File: src/rtl/snn_pkg.sv
// Shared constants and types for the spiking front-end blocks.
package snn_pkg;

  function automatic int clog2(input int v);
    int r;
    r = 0;
    while ((1 << r) < v) r = r + 1;
    return r;
  endfunction

  localparam logic [15:0] LFSR_MASK = 16'hB400;

  localparam int ENC_SIGMA_DELTA = 0;
  localparam int ENC_LFSR        = 1;

  typedef enum logic {IDLE, RUN} enc_state_t;

endpackage

File: src/rtl/lfsr_galois16.sv
// 16-bit right-shifting Galois LFSR; advances only when en is high.
module lfsr_galois16
  import snn_pkg::*;
(
  input  logic        clk,
  input  logic        rst_n,
  input  logic        en,
  input  logic [15:0] seed,
  output logic [15:0] q
);

  logic [15:0] q_q, q_d;

  always_comb begin
    q_d = q_q;
    if (en) q_d = {1'b0, q_q[15:1]} ^ (q_q[0] ? LFSR_MASK : 16'h0000);
  end

  always_ff @(posedge clk or negedge rst_n) begin
    if (!rst_n) q_q <= seed;
    else        q_q <= q_d;
  end

  assign q = q_q;

endmodule

File: src/rtl/spike_rate_encoder.sv
// Rate encoder: turns one accepted intensity sample into a WINDOW-step spike
// train (sigma-delta or LFSR comparator) and reports the window's spike count.
module spike_rate_encoder
  import snn_pkg::*;
#(
  parameter int          W         = 8,
  parameter int          WINDOW    = 16,
  parameter int          MODE      = 0,
  parameter logic [15:0] LFSR_SEED = 16'hACE1,
  localparam int         CW        = clog2(WINDOW + 1)
) (
  input  logic          clk,
  input  logic          rst_n,
  input  logic          clear,
  input  logic          s_valid,
  output logic          s_ready,
  input  logic [W-1:0]  s_intensity,
  output logic          spike_out,
  output logic          spike_valid,
  output logic          frame_done,
  output logic [CW-1:0] spike_count
);

  localparam int SW = clog2(WINDOW);

  enc_state_t    state_q, state_d;
  logic [SW-1:0] step_q;
  logic [W-1:0]  int_q;
  logic [CW-1:0] cnt_q;
  logic          spike_out_q, spike_valid_q;
  logic          fin_q, frame_done_q;
  logic [CW-1:0] fin_cnt_q, spike_count_q;

  logic last, accept, run, spike;

  assign last    = (state_q == RUN) && (step_q == SW'(WINDOW - 1));
  assign s_ready = !clear && ((state_q == IDLE) || last);
  assign accept  = s_valid && s_ready;
  // clear freezes every datapath register, including the spike source
  assign run     = (state_q == RUN) && !clear;

  generate
    if (MODE == ENC_LFSR) begin : g_lfsr
      localparam logic [15:0] LOW = 16'((1 << W) - 1);
      logic [15:0] lfsr_q;

      lfsr_galois16 u_lfsr (
        .clk   (clk),
        .rst_n (rst_n),
        .en    (run),
        .seed  ((LFSR_SEED == 16'h0000) ? 16'h0001 : LFSR_SEED),
        .q     (lfsr_q)
      );

      assign spike = (lfsr_q & LOW) < 16'(int_q);
    end else begin : g_sd
      // Residue only; the carry (bit W of the sum) is the spike itself.
      logic [W-1:0] acc_q;
      logic [W:0]   sum;

      assign sum   = {1'b0, acc_q} + {1'b0, int_q};
      assign spike = sum[W];

      always_ff @(posedge clk or negedge rst_n) begin
        if (!rst_n)      acc_q <= '0;
        else if (accept) acc_q <= '0;
        else if (run)    acc_q <= sum[W-1:0];
      end
    end
  endgenerate

  always_comb begin
    state_d = state_q;
    case (state_q)
      IDLE: if (accept) state_d = RUN;
      RUN:  if (clear || (last && !accept)) state_d = IDLE;
    endcase
  end

  always_ff @(posedge clk or negedge rst_n) begin
    if (!rst_n) begin
      state_q       <= IDLE;
      step_q        <= '0;
      int_q         <= '0;
      cnt_q         <= '0;
      spike_out_q   <= 1'b0;
      spike_valid_q <= 1'b0;
      fin_q         <= 1'b0;
      fin_cnt_q     <= '0;
      frame_done_q  <= 1'b0;
      spike_count_q <= '0;
    end else begin
      state_q       <= state_d;
      spike_valid_q <= run;
      spike_out_q   <= run && spike;
      // Final count is staged so a back-to-back accept can zero cnt_q.
      fin_q         <= run && last;
      if (run && last) fin_cnt_q <= cnt_q + CW'(spike);
      frame_done_q  <= fin_q;
      if (fin_q) spike_count_q <= fin_cnt_q;
      if (accept) begin
        int_q  <= s_intensity;
        cnt_q  <= '0;
        step_q <= '0;
      end else if (run) begin
        cnt_q  <= cnt_q + CW'(spike);
        step_q <= last ? '0 : step_q + SW'(1);
      end
    end
  end

  assign spike_out   = spike_out_q;
  assign spike_valid = spike_valid_q;
  assign frame_done  = frame_done_q;
  assign spike_count = spike_count_q;

endmodule

File: config.mk
export PLATFORM = sky130hd
export DESIGN_NAME = spike_rate_encoder
export DESIGN_NICKNAME = d
export VERILOG_FILES = /design/src/rtl/snn_pkg.sv /design/src/rtl/lfsr_galois16.sv /design/src/rtl/spike_rate_encoder.sv
export SDC_FILE = /design/constraint.sdc
export NUM_CORES = 1
export LEC_CHECK = 0
export ABC_AREA = 1
export BUFFER_PORTS_ARGS = -buffer_cell sky130_fd_sc_hd__clkbuf_2
export CAP_MARGIN = 20
export CORE_MARGIN = 2
export CORE_UTILIZATION = 31
export CTS_BUF_LIST = sky130_fd_sc_hd__clkbuf_4 sky130_fd_sc_hd__clkbuf_8
export DETAILED_ROUTE_END_ITERATION = 12
export PLACE_DENSITY = 0.53
export SYNTH_ARGS = -nofsm -noshare
export SYNTH_HDL_FRONTEND = slang
export SYNTH_SLANG_ARGS = --single-unit
File: constraint.sdc
create_clock -name clk -period 2.4 [get_ports clk]
set_clock_uncertainty 0.2 [all_clocks]
set_input_delay 0.12 -clock clk [delete_from_list [all_inputs] [get_ports clk]]
set_output_delay 0.12 -clock clk [all_outputs]
set_load 0.05 [all_outputs]
==> results of run 1 <==
[final cells by class]
type	instances	share of cell area, %
clock buffer	5	2.60
timing repair buffer	42	11.0
multi-input combinational	154	38.3
tap	77	3.64
sequential	40	37.8
inverter	22	3.22
clock inverter	3	3.41
[per-stage QoR]
step | cell area [um^2] | setup TNS [ns] | hold WS [ns] | worst slack, ns
after global routing | 2650 | -0.784 | 0.0321 | -0.207
after CTS | 2600 | -0.0939 | 0.00593 | -0.0776
after detailed placement | 2300 | -0.236 | 0.0183 | -0.138
after floorplan | 2070 | 0 | -0.376 | 0.00542
after global placement | 2300 | -0.0800 | 0.0211 | -0.0784
final | 2650 | -0.0804 | 0.0216 | -0.0601
[timing repair]
action | 4_1_cts | 5_1_grt
gates resized for setup | 6 | 6
pin swaps | 1 | 0
hold endpoints to repair | 49 | 0
hold buffers | 10 | 0
endpoints found under the setup margin | 5 | 7
setup buffers | 3 | 1
[flip-flops by register name, indices dropped and copies added, names as in the netlist]
name         flops
cnt_q            5
fin_cnt_q        5
fin_q            1
frame_done       1
g_sd.acc_q       8
int_q            8
spike_count      5
spike_out        1
spike_valid      1
state_q          1
step_q           4
[where the power goes]
part / internal (mW) / leakage (nW) / switching [mW] / total (mW)
logic: 0.262 / 0.796 / 0.331 / 0.593
clock network: 0.520 / 0.0784 / 0.245 / 0.765
registers: 0.756 / 0.534 / 0.0553 / 0.812
[final timing paths]
check,cells after the start,startpoint,slack (ns),to
max in group asynchronous,3,rst_n,1.43,cnt_q[3]
worst max register to register,13,int_q[0],-0.06,fin_cnt_q[4]
worst min register to register,2,int_q[7],0.29,int_q[7]
worst max-delay path,13,int_q[0],-0.06,fin_cnt_q[4]
min in group asynchronous,3,rst_n,0.22,spike_count[2]
worst min-delay path,3,s_valid,0.02,int_q[6]
[cell families (layout without fill, tap and decap cells)]
group,count (synthesis),count (layout),share of synthesized area [%]
simple gates,111,111,25.7
fa+ha+maj,12,12,7.69
flops,40,40,48.8
xor+xnor,6,6,2.56
buf+inv,27,72,5.67
compound gates,15,15,4.03
mux,10,10,5.49
[synthesized netlist by cell type (2+ instances only)]
library cell,number
sky130_fd_sc_hd__nand4_1,2
sky130_fd_sc_hd__xor2_1,5
sky130_fd_sc_hd__a21oi_1,6
sky130_fd_sc_hd__nand3_2,2
sky130_fd_sc_hd__mux2_2,10
sky130_fd_sc_hd__buf_2,4
sky130_fd_sc_hd__nand3_1,30
sky130_fd_sc_hd__inv_1,20
sky130_fd_sc_hd__ha_1,11
sky130_fd_sc_hd__nand2_2,2
sky130_fd_sc_hd__dfrtp_1,40
sky130_fd_sc_hd__o21ai_0,5
sky130_fd_sc_hd__nand2_1,62
sky130_fd_sc_hd__nor2_1,7
[worst max-delay path: stages, from the launching register on]
cell and delay [ns]:
sky130_fd_sc_hd__dfrtp_1 0.36, sky130_fd_sc_hd__ha_2 0.19, sky130_fd_sc_hd__inv_2 0.04, sky130_fd_sc_hd__fa_2 0.34, sky130_fd_sc_hd__inv_2 0.07, sky130_fd_sc_hd__nand3_2 0.06
sky130_fd_sc_hd__nand2_2 0.08, sky130_fd_sc_hd__nand4_1 0.13, sky130_fd_sc_hd__nand2_2 0.12, sky130_fd_sc_hd__ha_4 0.14, sky130_fd_sc_hd__ha_4 0.14, sky130_fd_sc_hd__nand3_4 0.08
sky130_fd_sc_hd__xor2_2 0.16, sky130_fd_sc_hd__mux2_4 0.25
[layout by cell type, fill, tap and decap left out, drive strengths merged, types with 9 or more instances in the layout]
cell,Yosys,final
buf,5,12
clkbuf,0,25
dfrtp,40,40
dlygate4sd3,0,10
ha,11,11
inv,22,22
mux2,10,10
nand2,64,64
nand3,33,33
nor2,9,9
[layer usage]
layer / vias to the layer above / global-route usage (%)
li1: 800 / -
met1: 739 / 18.9
met2: 26 / 20.7
met3: 5 / 3.50
met4: 0 / 3.46
met5: - / 0
==> results summary, run 1 <==
The synthesized design spends more area on one cell type than any other, namely sky130_fd_sc_hd__dfrtp_1. The final wirelength is 4.24 mm. The number of enable flip-flop cells after synthesis came out at 0. The antenna diode instance count is 0. The final antenna-violating net count came out at 0.

The uppermost layer routed is met4. The starting density of the core is 32.1%. The number of max-cap violations came out at 0. The core region area came out at 6390 um^2. The via count of the routed design is 1,570. The peak supply drop is 0.433 mV. Yosys attributes the largest share of cell area to sky130_fd_sc_hd__dfrtp_1, sky130_fd_sc_hd__nand2_1, sky130_fd_sc_hd__nand3_1. Using the TritonRoute via totals, the vias-per-cell ratio works out to 4.58. The y dimension of the die is 85.3 um. The fraction of final layout cells with drive strength greater than 1 is 28.2%. The average wire per standard cell is 12.4 um. The cell total after placement is 321.

The static leakage power is 1.41 nW. The number of flip-flops and latches in the synthesized netlist is 40. The checks that failed: negative setup slack. The number of buffers added by the clock tree synthesis step came out at 5.

The final cell count without fillers came out at 343. The routed metal-1 wire length came out at 2.28 mm. For the pin with the worst max-slew slack, the measured transition is 0.560 ns.

Wire segments on met3 add up to 137 um in the final route. The maximum number of pins on one net before global-route repair is 41. The area share of the largest cell type after synthesis came out at 48.8%. After detailed routing, the met2 layer carries 1.76 mm of wire.

The root buffer cell chosen for the clock tree is sky130_fd_sc_hd__clkbuf_8. The detailed router finished its first iteration with 85 violations. The portion of the post-synthesis area used by sequential elements is 48.8%. The port buffer count is 20. The nature of the critical path endpoint is a flip-flop. The clock tree from TritonCTS is done.

The initial antenna violation count came out at 0. The number of setup violations in the final report came out at 3. The max-slew violation count came out at 0.

The number of warning messages in the yosys log came out at 0. In the finished design, the share of the clock period the worst path needs comes to 103%. The length of the first detailed-routing pass in iterations came out at 4.

The placement row count came out at 29. Summing all flip-flop and latch instances after layout gives 1000 um^2. The cell area power density is 820 nW/um^2. The worst setup path is launched from a flip-flop. The global-route wire length before repair is 7.76 mm.

The cell count after synthesis came out at 221. The worst hold-check path type is primary input to flip-flop. Summing all multi-input logic gate instances after layout gives 1010 um^2. The final RePlAce weighted congestion is 0.795.

By startpoint and endpoint, the worst setup path is classified as flip-flop to flip-flop. The layout overhead on the synthesized area is 29.0%. The die width is 85.3 um. Cells fill 41.4% of the core in the end.

The DRC violation count after routing is 0. The dominant synthesized flop cell is sky130_fd_sc_hd__dfrtp_1. The distinct cell type count after synthesis came out at 29.

The global-route total usage across every layer is 13.4%. In this run the number of H-tree levels came out at 2. The synthesized area per cell is 9.28 um^2. After the last flow step, the layout net total stands at 289. The design draws 2.17 mW. Of all flip-flops after synthesis, the portion carrying an async set or reset was 100%. The netlist area before placement is 2050 um^2.

The minimum setup slack in the final design came out at -0.0601 ns. The via count of the first global-routing pass came out at 1,646. The clock network latency to the later pin of the worst-skew pair is 0.30 ns. The maximum achievable frequency came out at 406 MHz.

The total count of hold-check failures in the final report is 0. The run finished, with violations left. The worst max-slew margin expressed relative to the limit is 62.6%. Detailed placement finished with a half-perimeter wire length of 2.88 mm. The clock net sink count came out at 40. The boundary pin count is 21.

Setup repair after global routing could not meet its margin everywhere. Synthesis produced a netlist with a net count of 245. The time the final worst path needs with I/O delays and setup came out at 2.46 ns. The leftover overflow at the end of global routing came out at 0.

The data arrival time of the critical path came out at 2.44 ns. The die footprint came out at 7280 um^2. The clock input transition at the sequential cells of the worst setup and hold paths came out at 0.08 ns. The fill cell total of the finished layout is 637. Data on the critical path is required at its endpoint by 2.38 ns. The largest driver fanout on the critical path is 3.

The number of buffers on the longest clock path is 2.
Power figures use the tool's default switching activity.
==> inputs of run 2 (changes only) <==
Settings changed: PLACE_DENSITY 0.53 to 0.51.
Clock period 2.4 ns to 2.5 ns, I/O delays scaled along.
==> run 2 against run 1 <==
Compared with the run above: the run now ends clean; non-clock buffer count up 1; sequential share of layout area up 0.49 points; clock-buffer cell count up 2; worst hold slack worse by 0.0096 ns; first-iteration DRC count down 3.5%; global-route usage up 0.20 points; core utilization down 0.53 points; critical path depth unchanged; critical path type unchanged.
==> results summary, run 2 (synthesis results as in run 1) <==
The largest driver fanout on the critical path is 3. The finished cells cover 2610 um^2. For this run, global-route usage on met2 was measured as 19.5%.

The floorplan step defined a die boundary enclosing 7280 um^2. Setup violations remaining at the end of the flow were counted as 0. The clock net sink count came out at 40. For this block, the via count after detailed routing is 1,599. The time the final worst path needs with I/O delays and setup came out at 2.44 ns. The cell area power density came out at 743 nW/um^2. The first global-routing pass estimated 7.73 mm of wire.

The total count of hold-check failures in the final report is 0. Headroom to the max-slew limit came out at 65.0%. The critical path required time is 2.48 ns. The congestion estimate from routability-driven global placement came to 0.813. The leftover overflow at the end of global routing came out at 0. The clock group share of total power came out at 30.0%. The cell total after placement came out at 320. The fraction of final layout cells with drive strength greater than 1 is 27.3%. The core region area is 6390 um^2.

The element type at the critical path start is a flip-flop. From bottom edge to top edge, the die measures 85.3 um. For the pin with the worst max-slew slack, the measured transition is 0.523 ns. The min-delay analysis places its worst path in the category primary input to flip-flop. The static leakage power came out at 1.39 nW. Net switching is 31.1% of the power.

The data arrival time of the critical path is 2.42 ns. For this run, design rule violations remaining after detail routing come to 0. Clock tree synthesis inserted a total of 5 buffers. The floorplan has 29 rows. The clock input transition at the sequential cells of the worst setup and hold paths came out at 0.08 ns. The clock network latency to the later pin of the worst-skew pair is 0.30 ns. The DRC marker count from the first detailed-route iteration came out at 82. The tool flagged a number of max-cap violations equal to 0. Setup repair after global routing could not meet its margin everywhere.

The global-route layer with the greatest usage is met1. STA classifies the critical path endpoint as a flip-flop. Measured along the x axis, the die boundary spans 85.3 um. 21 I/O pins were placed.

The antenna diode instance count is 0. The clock tree from TritonCTS is done. In the final layout, the registers with the most flip-flops are g_sd.acc_q (8), int_q (8).

The final wirelength is 4.42 mm. Leaving out fill and tap cells, the most frequent cell in the layout is sky130_fd_sc_hd__nand2_1. Adding up every negative setup slack in the final design gives 0 ns.

The critical path in this run is classified as flip-flop to flip-flop. After detailed routing, the average wire length per cell comes to 12.8 um. The starting density of the core is 32.1%. The internal power is 1.34 mW. The H-tree depth is 2. The root buffer cell is sky130_fd_sc_hd__clkbuf_8. Excluding fillers, the count of instances in the completed layout stands at 344.

The max-slew violation count came out at 0. In this run the deepest clock path goes through 2 buffers. The met1 routing resource usage after global routing is 20.0%. The fill cell total of the finished layout came out at 657. The global-route total usage across every layer is 13.6%. The net switching component of the power came out at 603 uW.

Summed over all nets, the half-perimeter wirelength after detailed placement is 3.05 mm. Combinational logic is responsible for 29.7% of the overall power. The maximum achievable frequency came out at 410 MHz. The layout overhead on the synthesized area came out at 27.3%. Once detail routing completed, the nets flagged for antenna violations numbered 0. The first TritonRoute pass finished after 4 iterations. The met3 routing resource usage after global routing is 3.89%. The peak supply drop came out at 0.331 mV. In this run the tool buffered the top-level ports with 20 buffer cells.

The library cells used most frequently in the layout, excluding fill and tap cells, are sky130_fd_sc_hd__nand2_1, sky130_fd_sc_hd__dfrtp_1, sky130_fd_sc_hd__nand3_1. Entering global routing, the biggest net connects 41 pins. The via count of the first global-routing pass is 1,618.

The cell area after placement is 2270 um^2. The part of the cycle the worst path needs is 97.6%. Sequential cells account for 40.3% of the total power.

The flow ran to the end, and the final reports show no timing, DRC or antenna violations. The initial antenna violation count came to 0. For this run, the post-layout net count is 290. The per-cell via count in the routed design came out at 4.65.
==> run 2: per-stage QoR <==
step | setup WS, ns | hold slack [ns] | total power, mW | util, %
finish | 0.0590 | 0.0120 | 1.94 | 40.9
global route | -0.0634 | 0.0130 | 2.10 | 40.9
CTS | -0.0198 | 0.00133 | 1.94 | 40.2
detailed placement | -0.116 | 0.0265 | 1.31 | 35.5
global placement | -0.0514 | 0.0241 | 1.31 | 35.5
floorplan | 0.0435 | -0.371 | 1.17 | -
==> run 2: power by group through the flow <==
stage,registers (mW),clock network [mW],logic (mW)
3_5_place_dp,0.791,0,0.522
3_3_place_gp,0.789,0,0.522
5_1_grt,0.793,0.634,0.673
4_1_cts,0.779,0.601,0.560
6_report,0.782,0.581,0.576
2_1_floorplan,0.784,0,0.383
==> run 2: worst paths after layout <==
check / startpoint / to / slack, ns / cells after the start
setup / recovery: int_q[0] / fin_cnt_q[4] / 0.06 / 13
hold reg to reg: int_q[7] / int_q[7] / 0.30 / 2
hold / removal: s_valid / int_q[6] / 0.01 / 3
max in group asynchronous: rst_n / int_q[0] / 1.53 / 3
min in group asynchronous: rst_n / frame_done / 0.22 / 3
setup reg to reg: int_q[0] / fin_cnt_q[4] / 0.06 / 13
==> run 2: per-layer routing <==
| layer | routed length [um] | up-vias |
|---|---|---|
| met1 | 2230 | 755 |
| met4 | 59 | 0 |
| li1 | - | 812 |
| met3 | 261 | 5 |
| met2 | 1870 | 27 |
| met5 | 0 | - |
==> run 2: layout make-up <==
cell class              instances  area (um^2)  share of cell area, %
flip-flops and latches         40         1000                   38.3
multi-input cells             154         1000                   38.3
repair buffers                 43          303                   11.6
clock buffers                   7         96.3                   3.69
well taps                      77         96.3                   3.69
inverters                      22         85.1                   3.26
clock inverters                 1         30.0                   1.15
==> run 2: worst max-delay path: stages, from the launching register on <==
cell and delay [ns]:
sky130_fd_sc_hd__dfrtp_1 0.36, sky130_fd_sc_hd__ha_2 0.19, sky130_fd_sc_hd__inv_2 0.04, sky130_fd_sc_hd__fa_2 0.34, sky130_fd_sc_hd__inv_2 0.07, sky130_fd_sc_hd__nand3_2 0.06, sky130_fd_sc_hd__nand2_2 0.08, sky130_fd_sc_hd__nand4_1 0.12
sky130_fd_sc_hd__nand2_2 0.10, sky130_fd_sc_hd__ha_4 0.14, sky130_fd_sc_hd__ha_4 0.14, sky130_fd_sc_hd__nand3_4 0.08, sky130_fd_sc_hd__xor2_2 0.15, sky130_fd_sc_hd__mux2_4 0.26
==> run 2: repair_timing <==
| item | 4_1_cts | 5_1_grt |
|---|---|---|
| cloned | 0 | 0 |
| hold buffers | 12 | 0 |
| setup buffers | 2 | 2 |
| hold endpoints to repair | 49 | 0 |
| gates resized for setup | 11 | 5 |
| pin swaps | 5 | 4 |
| setup endpoints to repair | 2 | 5 |
